[src/rtl/cu_pkg.sv]
// Shared types for the multi-cycle accumulator CPU control unit:
// opcodes, ALU function codes, FSM states and the decoded control bundle.
package cu_pkg;

    localparam int OP_CLA = 1;
    localparam int OP_COM = 2;
    localparam int OP_SHR = 3;
    localparam int OP_CSL = 4;
    localparam int OP_STP = 5;
    localparam int OP_ADD = 6;
    localparam int OP_STA = 7;
    localparam int OP_LDA = 8;
    localparam int OP_JMP = 9;
    localparam int OP_BAN = 10;

    localparam logic [2:0] ALU_ADD = 3'b000;
    localparam logic [2:0] ALU_CSL = 3'b100;
    localparam logic [2:0] ALU_SHR = 3'b101;
    localparam logic [2:0] ALU_COM = 3'b110;

    localparam logic [1:0] SEL_MEM = 2'b00;
    localparam logic [1:0] SEL_ALU = 2'b01;

    typedef enum logic [2:0] {
        S_IDLE,
        S_FETCH,
        S_DECODE,
        S_EXEC,
        S_MEM,
        S_WB,
        S_HALT
    } state_e;

    typedef struct packed {
        logic [2:0] alu_op;
        logic [1:0] sel12;
        logic [1:0] sel34;
        logic       is_cla;
        logic       is_alu;
        logic       is_jmp;
        logic       is_ban;
        logic       is_stp;
        logic       is_add;
        logic       is_lda;
        logic       is_sta;
        logic       illegal;
    } ctrl_t;

    function automatic logic is_mem_op(input ctrl_t c);
        return c.is_add | c.is_lda | c.is_sta;
    endfunction

endpackage

[src/rtl/cu_decoder.sv]
// Combinational opcode decoder: opcode -> control bundle.
// Unknown opcodes come out with only the illegal flag set.
module cu_decoder
    import cu_pkg::*;
#(
    parameter int OPW = 6
) (
    input  logic [OPW-1:0] op,
    output ctrl_t          ctrl
);

    always_comb begin
        ctrl = '0;
        unique case (op)
            OPW'(OP_CLA): ctrl.is_cla = 1'b1;
            OPW'(OP_COM): begin
                ctrl.is_alu = 1'b1;
                ctrl.alu_op = ALU_COM;
                ctrl.sel12  = SEL_ALU;
            end
            OPW'(OP_SHR): begin
                ctrl.is_alu = 1'b1;
                ctrl.alu_op = ALU_SHR;
                ctrl.sel12  = SEL_ALU;
            end
            OPW'(OP_CSL): begin
                ctrl.is_alu = 1'b1;
                ctrl.alu_op = ALU_CSL;
                ctrl.sel12  = SEL_ALU;
            end
            OPW'(OP_STP): ctrl.is_stp = 1'b1;
            OPW'(OP_ADD): begin
                ctrl.is_add = 1'b1;
                ctrl.alu_op = ALU_ADD;
                ctrl.sel12  = SEL_ALU;
            end
            OPW'(OP_STA): ctrl.is_sta = 1'b1;
            OPW'(OP_LDA): begin
                ctrl.is_lda = 1'b1;
                ctrl.sel12  = SEL_MEM;
            end
            OPW'(OP_JMP): ctrl.is_jmp = 1'b1;
            OPW'(OP_BAN): begin
                ctrl.is_ban = 1'b1;
                ctrl.sel34  = SEL_ALU;
            end
            default: ctrl.illegal = 1'b1;
        endcase
    end

endmodule

[src/rtl/multicycle_cu.sv]
// Multi-cycle FETCH/DECODE/EXEC/MEM/WB sequencer with req/ack memory timeout.
// Define MULTICYCLE_CU_ILLEGAL_TRAP_EN to halt with err on undefined opcodes.
module multicycle_cu
    import cu_pkg::*;
#(
    parameter int OPW     = 6,
    parameter int ALU_OPW = 3,
    parameter int SEL_W   = 2,
    parameter int MEM_TO  = 15
) (
    input  logic               clk,
    input  logic               rst,
    input  logic               start,
    input  logic [OPW-1:0]     ir_in,
    input  logic               acc_neg,
    input  logic               mem_ack,
    output logic               mem_req,
    output logic               mem_we,
    output logic               ir_load,
    output logic               pc_inc,
    output logic               pc_load,
    output logic               pc_rst,
    output logic               acc_wr_en,
    output logic               acc_rst,
    output logic [ALU_OPW-1:0] alu_op,
    output logic               alu_carry_in,
    output logic [SEL_W-1:0]   mux1_select,
    output logic [SEL_W-1:0]   mux2_select,
    output logic [SEL_W-1:0]   mux3_select,
    output logic [SEL_W-1:0]   mux4_select,
    output logic               halted,
    output logic               err,
    output logic [2:0]         state
);

    state_e     cur;
    state_e     nxt;
    ctrl_t      dec;
    ctrl_t      ctrl_q;
    logic [7:0] wait_cnt;
    logic       timeout;
    logic       err_set;
    logic       err_clr;
    logic       unused_bits;

    cu_decoder #(.OPW(OPW)) u_dec (
        .op   (ir_in),
        .ctrl (dec)
    );

    assign timeout      = (wait_cnt == 8'(MEM_TO - 1));
    assign alu_op       = ALU_OPW'(ctrl_q.alu_op);
    assign mux1_select  = SEL_W'(ctrl_q.sel12);
    assign mux2_select  = SEL_W'(ctrl_q.sel12);
    assign mux3_select  = SEL_W'(ctrl_q.sel34);
    assign mux4_select  = SEL_W'(ctrl_q.sel34);
    assign alu_carry_in = 1'b0;
    assign halted       = (cur == S_HALT);
    assign state        = cur;
    assign unused_bits  = ^{ctrl_q.is_stp, ctrl_q.illegal, dec.illegal};

    always_ff @(posedge clk or posedge rst) begin
        if (rst) begin
            cur      <= S_IDLE;
            ctrl_q   <= '0;
            wait_cnt <= '0;
            err      <= 1'b0;
        end else begin
            cur <= nxt;
            if (cur == S_DECODE)
                ctrl_q <= dec;
            // restart the wait count on every entry to an access state
            if (nxt != cur)
                wait_cnt <= '0;
            else if (cur == S_FETCH || cur == S_MEM)
                wait_cnt <= wait_cnt + 8'd1;
            if (err_set)
                err <= 1'b1;
            else if (err_clr)
                err <= 1'b0;
        end
    end

    always_comb begin
        nxt       = cur;
        mem_req   = 1'b0;
        mem_we    = 1'b0;
        ir_load   = 1'b0;
        pc_inc    = 1'b0;
        pc_load   = 1'b0;
        pc_rst    = 1'b0;
        acc_wr_en = 1'b0;
        acc_rst   = 1'b0;
        err_set   = 1'b0;
        err_clr   = 1'b0;
        unique case (cur)
            S_IDLE: begin
                if (start)
                    nxt = S_FETCH;
            end
            S_FETCH: begin
                mem_req = 1'b1;
                if (mem_ack) begin
                    ir_load = 1'b1;
                    pc_inc  = 1'b1;
                    nxt     = S_DECODE;
                end else if (timeout) begin
                    err_set = 1'b1;
                    nxt     = S_HALT;
                end
            end
            S_DECODE: begin
                if (dec.is_stp) begin
                    pc_rst = 1'b1;
                    nxt    = S_HALT;
                end
`ifdef MULTICYCLE_CU_ILLEGAL_TRAP_EN
                else if (dec.illegal) begin
                    err_set = 1'b1;
                    nxt     = S_HALT;
                end
`endif
                else begin
                    nxt = S_EXEC;
                end
            end
            S_EXEC: begin
                acc_rst   = ctrl_q.is_cla;
                acc_wr_en = ctrl_q.is_alu;
                pc_load   = ctrl_q.is_jmp | (ctrl_q.is_ban & acc_neg);
                nxt       = is_mem_op(ctrl_q) ? S_MEM : S_FETCH;
            end
            S_MEM: begin
                mem_req = 1'b1;
                mem_we  = ctrl_q.is_sta;
                if (mem_ack) begin
                    nxt = ctrl_q.is_sta ? S_FETCH : S_WB;
                end else if (timeout) begin
                    err_set = 1'b1;
                    nxt     = S_HALT;
                end
            end
            S_WB: begin
                acc_wr_en = 1'b1;
                nxt       = S_FETCH;
            end
            S_HALT: begin
                if (start) begin
                    err_clr = 1'b1;
                    nxt     = S_FETCH;
                end
            end
            default: nxt = S_IDLE;
        endcase
    end

endmodule

[config.mk]
export PLATFORM = sky130hd
export DESIGN_NAME = multicycle_cu
export DESIGN_NICKNAME = d
export VERILOG_FILES = /design/src/rtl/cu_pkg.sv /design/src/rtl/cu_decoder.sv /design/src/rtl/multicycle_cu.sv
export SDC_FILE = /design/constraint.sdc
export NUM_CORES = 1
export LEC_CHECK = 0
export ABC_CLOCK_PERIOD_IN_PS = 2050
export BUFFER_PORTS_ARGS = -buffer_cell sky130_fd_sc_hd__buf_4
export CORE_MARGIN = 2
export CORE_UTILIZATION = 53
export CTS_CLUSTER_SIZE = 16
export DETAILED_ROUTE_END_ITERATION = 16
export PLACE_DENSITY_LB_ADDON = 0.08
export SETUP_SLACK_MARGIN = 0.5
export SYNTH_ARGS = -nofsm -noshare
export SYNTH_HDL_FRONTEND = slang
export SYNTH_SLANG_ARGS = --single-unit
[constraint.sdc]
create_clock -name clk -period 2.05 [get_ports clk]
set_clock_uncertainty 0.2 [all_clocks]
set_input_delay 0.41 -clock clk [delete_from_list [all_inputs] [get_ports clk]]
set_output_delay 0.41 -clock clk [all_outputs]
set_load 0.005 [all_outputs]
==> results.sh <==
export IMPL_worst_slack_ps=-97.9
export IMPL_async_flop_share=1.00
export IMPL_violations="setup timing"
export IMPL_vias=1801
export IMPL_cts_sinks=23
export IMPL_synth_flop_cell="dfrtp_1"
export IMPL_drt_iter0_drc=159
export IMPL_drive_above_1_share=0.617
export IMPL_viasPerCell=6.57
export IMPL_max_cap_violations=0
export IMPL_synth_area_leaders="dfrtp_1 37%, buf_4 7.2%, nand2_1 4.3%"
export IMPL_path_clk_slew_ps=150
export IMPL_place_congestion=0.846
export IMPL_synth_cells=170
export IMPL_hold_path_class="in2reg"
export IMPL_synth_area_um2=1560
export IMPL_yosys_area_top_type="dfrtp_1"
export IMPL_fp_dieW_um=58.3
export IMPL_syn_area_per_cell_um2=9.18
export IMPL_final_cell_mix="55 x buf_4, 23 x buf_6, 20 x dfrtp_1"
export IMPL_max_freq_ghz=0.466
export IMPL_fin_setup_tns_ps=-810
export IMPL_finalHoldViolCount=0
export IMPL_wirelength_mm=7.11
export IMPL_initial_core_util=0.561
export IMPL_dr_pass1_iters=5
export IMPL_dp_cells=223
export IMPL_ys_types=47
export IMPL_maxSlewHeadroom=0.308
export IMPL_grt_pass1_wl_mm=7.39
export IMPL_io_buffers=30
export IMPL_worstPathRequired_ps=2070
export IMPL_clkLatencyLatePin_ps=330
export IMPL_cts_tree="built"
export IMPL_grt_max_degree=24
export IMPL_drv_slew=0
export IMPL_num_rows=19
export IMPL_drtAntennaViolNets=0
export IMPL_cts_root_buf="clkbuf_4"
export IMPL_grt_util_all_layers=0.289
export IMPL_fin_crit_sh=1.05
export IMPL_use_met2=0.502
export IMPL_endpoint_kind="flop"
export IMPL_synth_top_area_share=0.369
export IMPL_p_leak_nw=1.18
export IMPL_setup_violations=14
export IMPL_final_cells=274
export IMPL_rsz0062_at_grt="true"
export IMPL_worst_slew_pin_slew_ps=1030
export IMPL_crit_type="reg2reg"
export IMPL_route_detailed_drc=0
export IMPL_area_delta_synth_final_pct=71.0
export IMPL_cts_buffers=3
export IMPL_grt_overflow_total=0
export IMPL_synth_edf_count=0
export IMPL_antenna_found_initial=0
export IMPL_yosysSeqAreaShare=0.369
export IMPL_antenna_cells=0
export IMPL_io_pins=36
export IMPL_cp_data_arrival_time_ps=2160
export IMPL_wire_per_inst_um=25.9
export IMPL_grt_pass1_vias=1574
export IMPL_placed_area_um2=1830
export IMPL_final_common_cell="buf_4"
export IMPL_status="complete, but fails checks"
export IMPL_post_route_min_period_ps=2150
export IMPL_ys_warn_count=0
export IMPL_gr_usage_met3=0.0335
export IMPL_fp_coreArea_um2=2780
export IMPL_post_place_ws_ps=133
export IMPL_die_area_um2=3390
export IMPL_crit_path_max_fanout=8
export IMPL_fillers=55
export IMPL_powerDensity_nw_per_um2=1380
export IMPL_fin_nets=257
export IMPL_cts_buffer_depth=2
export IMPL_synth_seq_cells=23
export IMPL_grt_util_met1=0.366
export IMPL_hpwl_mm=2.68
export IMPL_vdd_ir_drop_max_mv=2.01
export IMPL_grt_busiest_layer="met2"
export IMPL_fin_area_um2=2670
export IMPL_startpoint_type="flop"
export IMPL_cts_htree_levels=1
export IMPL_die_h_um=58.3
==> where the power goes <==
part           internal, mW  switching, mW
Combinational          1.43           1.31
Clock                0.0746          0.160
Sequential            0.557          0.144
==> worst max-delay path: stages (launching register included) <==
cell	delay, ps
dfrtp_2	510
clkinvlp_4	210
buf_6	160
buf_6	120
a211o_1	330
a21oi_4	170
buf_4	150
buf_12	110
nor4_1	60
==> cell type report <==
class	instances	area, um2	area share
Tap cell	31	38.8	0.0145
Clock buffer	3	22.5	0.00844
Sequential cell	23	579	0.217
Timing Repair Buffer	84	807	0.303
Inverter	6	26.3	0.00985
Clock inverter	1	7.51	0.00281
Multi-Input combinational cell	126	1190	0.445
==> metal layers <==
| layer | part of all wire | vias up | wire length [um] |
|---|---|---|---|
| met1 | 0.36 | 866 | 2530 |
| li1 | - | 736 | - |
| met4 | 0.071 | 0 | 502 |
| met5 | 0 | - | 0 |
| met3 | 0.090 | 56 | 643 |
| met2 | 0.48 | 143 | 3430 |
==> repair_timing <==
item | CTS | global route
resized for setup | 36 | 58
gates cloned | 2 | 1
setup buffers | 26 | 17
endpoints found under the setup margin | 35 | 35
endpoints found under the hold margin | 23 | 0
pin swaps | 11 | 22
hold buffers | 1 | 0
==> cells by family after synthesis <==
family,synth area share
other,0.00240
AO/OA/AOI/OAI,0.156
AND/OR/NAND/NOR,0.289
buffers and inverters,0.103
adder cells (fa/ha/maj),0.0160
flip-flops,0.369
multiplexers,0.0160
XOR/XNOR,0.0497
==> through the flow <==
stage / power, mW / hold slack [ps] / util
2_1_floorplan: 1.62 / 212 / -
3_3_place_gp: 1.90 / 263 / 0.659
3_5_place_dp: 1.93 / 277 / 0.659
4_1_cts: 2.80 / 105 / 0.811
5_1_grt: 3.78 / 79.0 / 0.959
6_report: 3.68 / 101 / 0.959
==> state kept, by name (all words and copies together) (netlist names) <==
name         cells
state            3
mux1_select      1
alu_op           3
wait_cnt         8
ctrl_q           7
err              1
==> synth_stat cells, types with 4 or more instances <==
master,count
nand3_1,4
xnor2_1,7
nor3_1,6
nor2b_1,7
a21oi_1,5
nand2_1,18
nor4_1,9
inv_1,6
dfrtp_1,23
o21ai_0,9
buf_4,15
nor2_1,13
==> final timing paths <==
path / from / to / slack (ps) / cells after the start
min in group asynchronous: rst / ctrl_q[1]$_DFFE_PP0N_ / 490 / 4
worst min-delay path: ir_in[0] / ctrl_q[2]$_DFFE_PP0N_ / 100 / 2
worst max-delay path: state[1]$_DFF_PP0_ / wait_cnt[4]$_DFFE_PP0P_ / -100 / 8
worst max register to register: state[1]$_DFF_PP0_ / wait_cnt[4]$_DFFE_PP0P_ / -100 / 8
worst min register to register: alu_op[1]$_DFFE_PP0N_ / alu_op[1]$_DFFE_PP0N_ / 330 / 2
max in group asynchronous: rst / state[2]$_DFF_PP0_ / 900 / 4
Power figures use the tool's default switching activity.
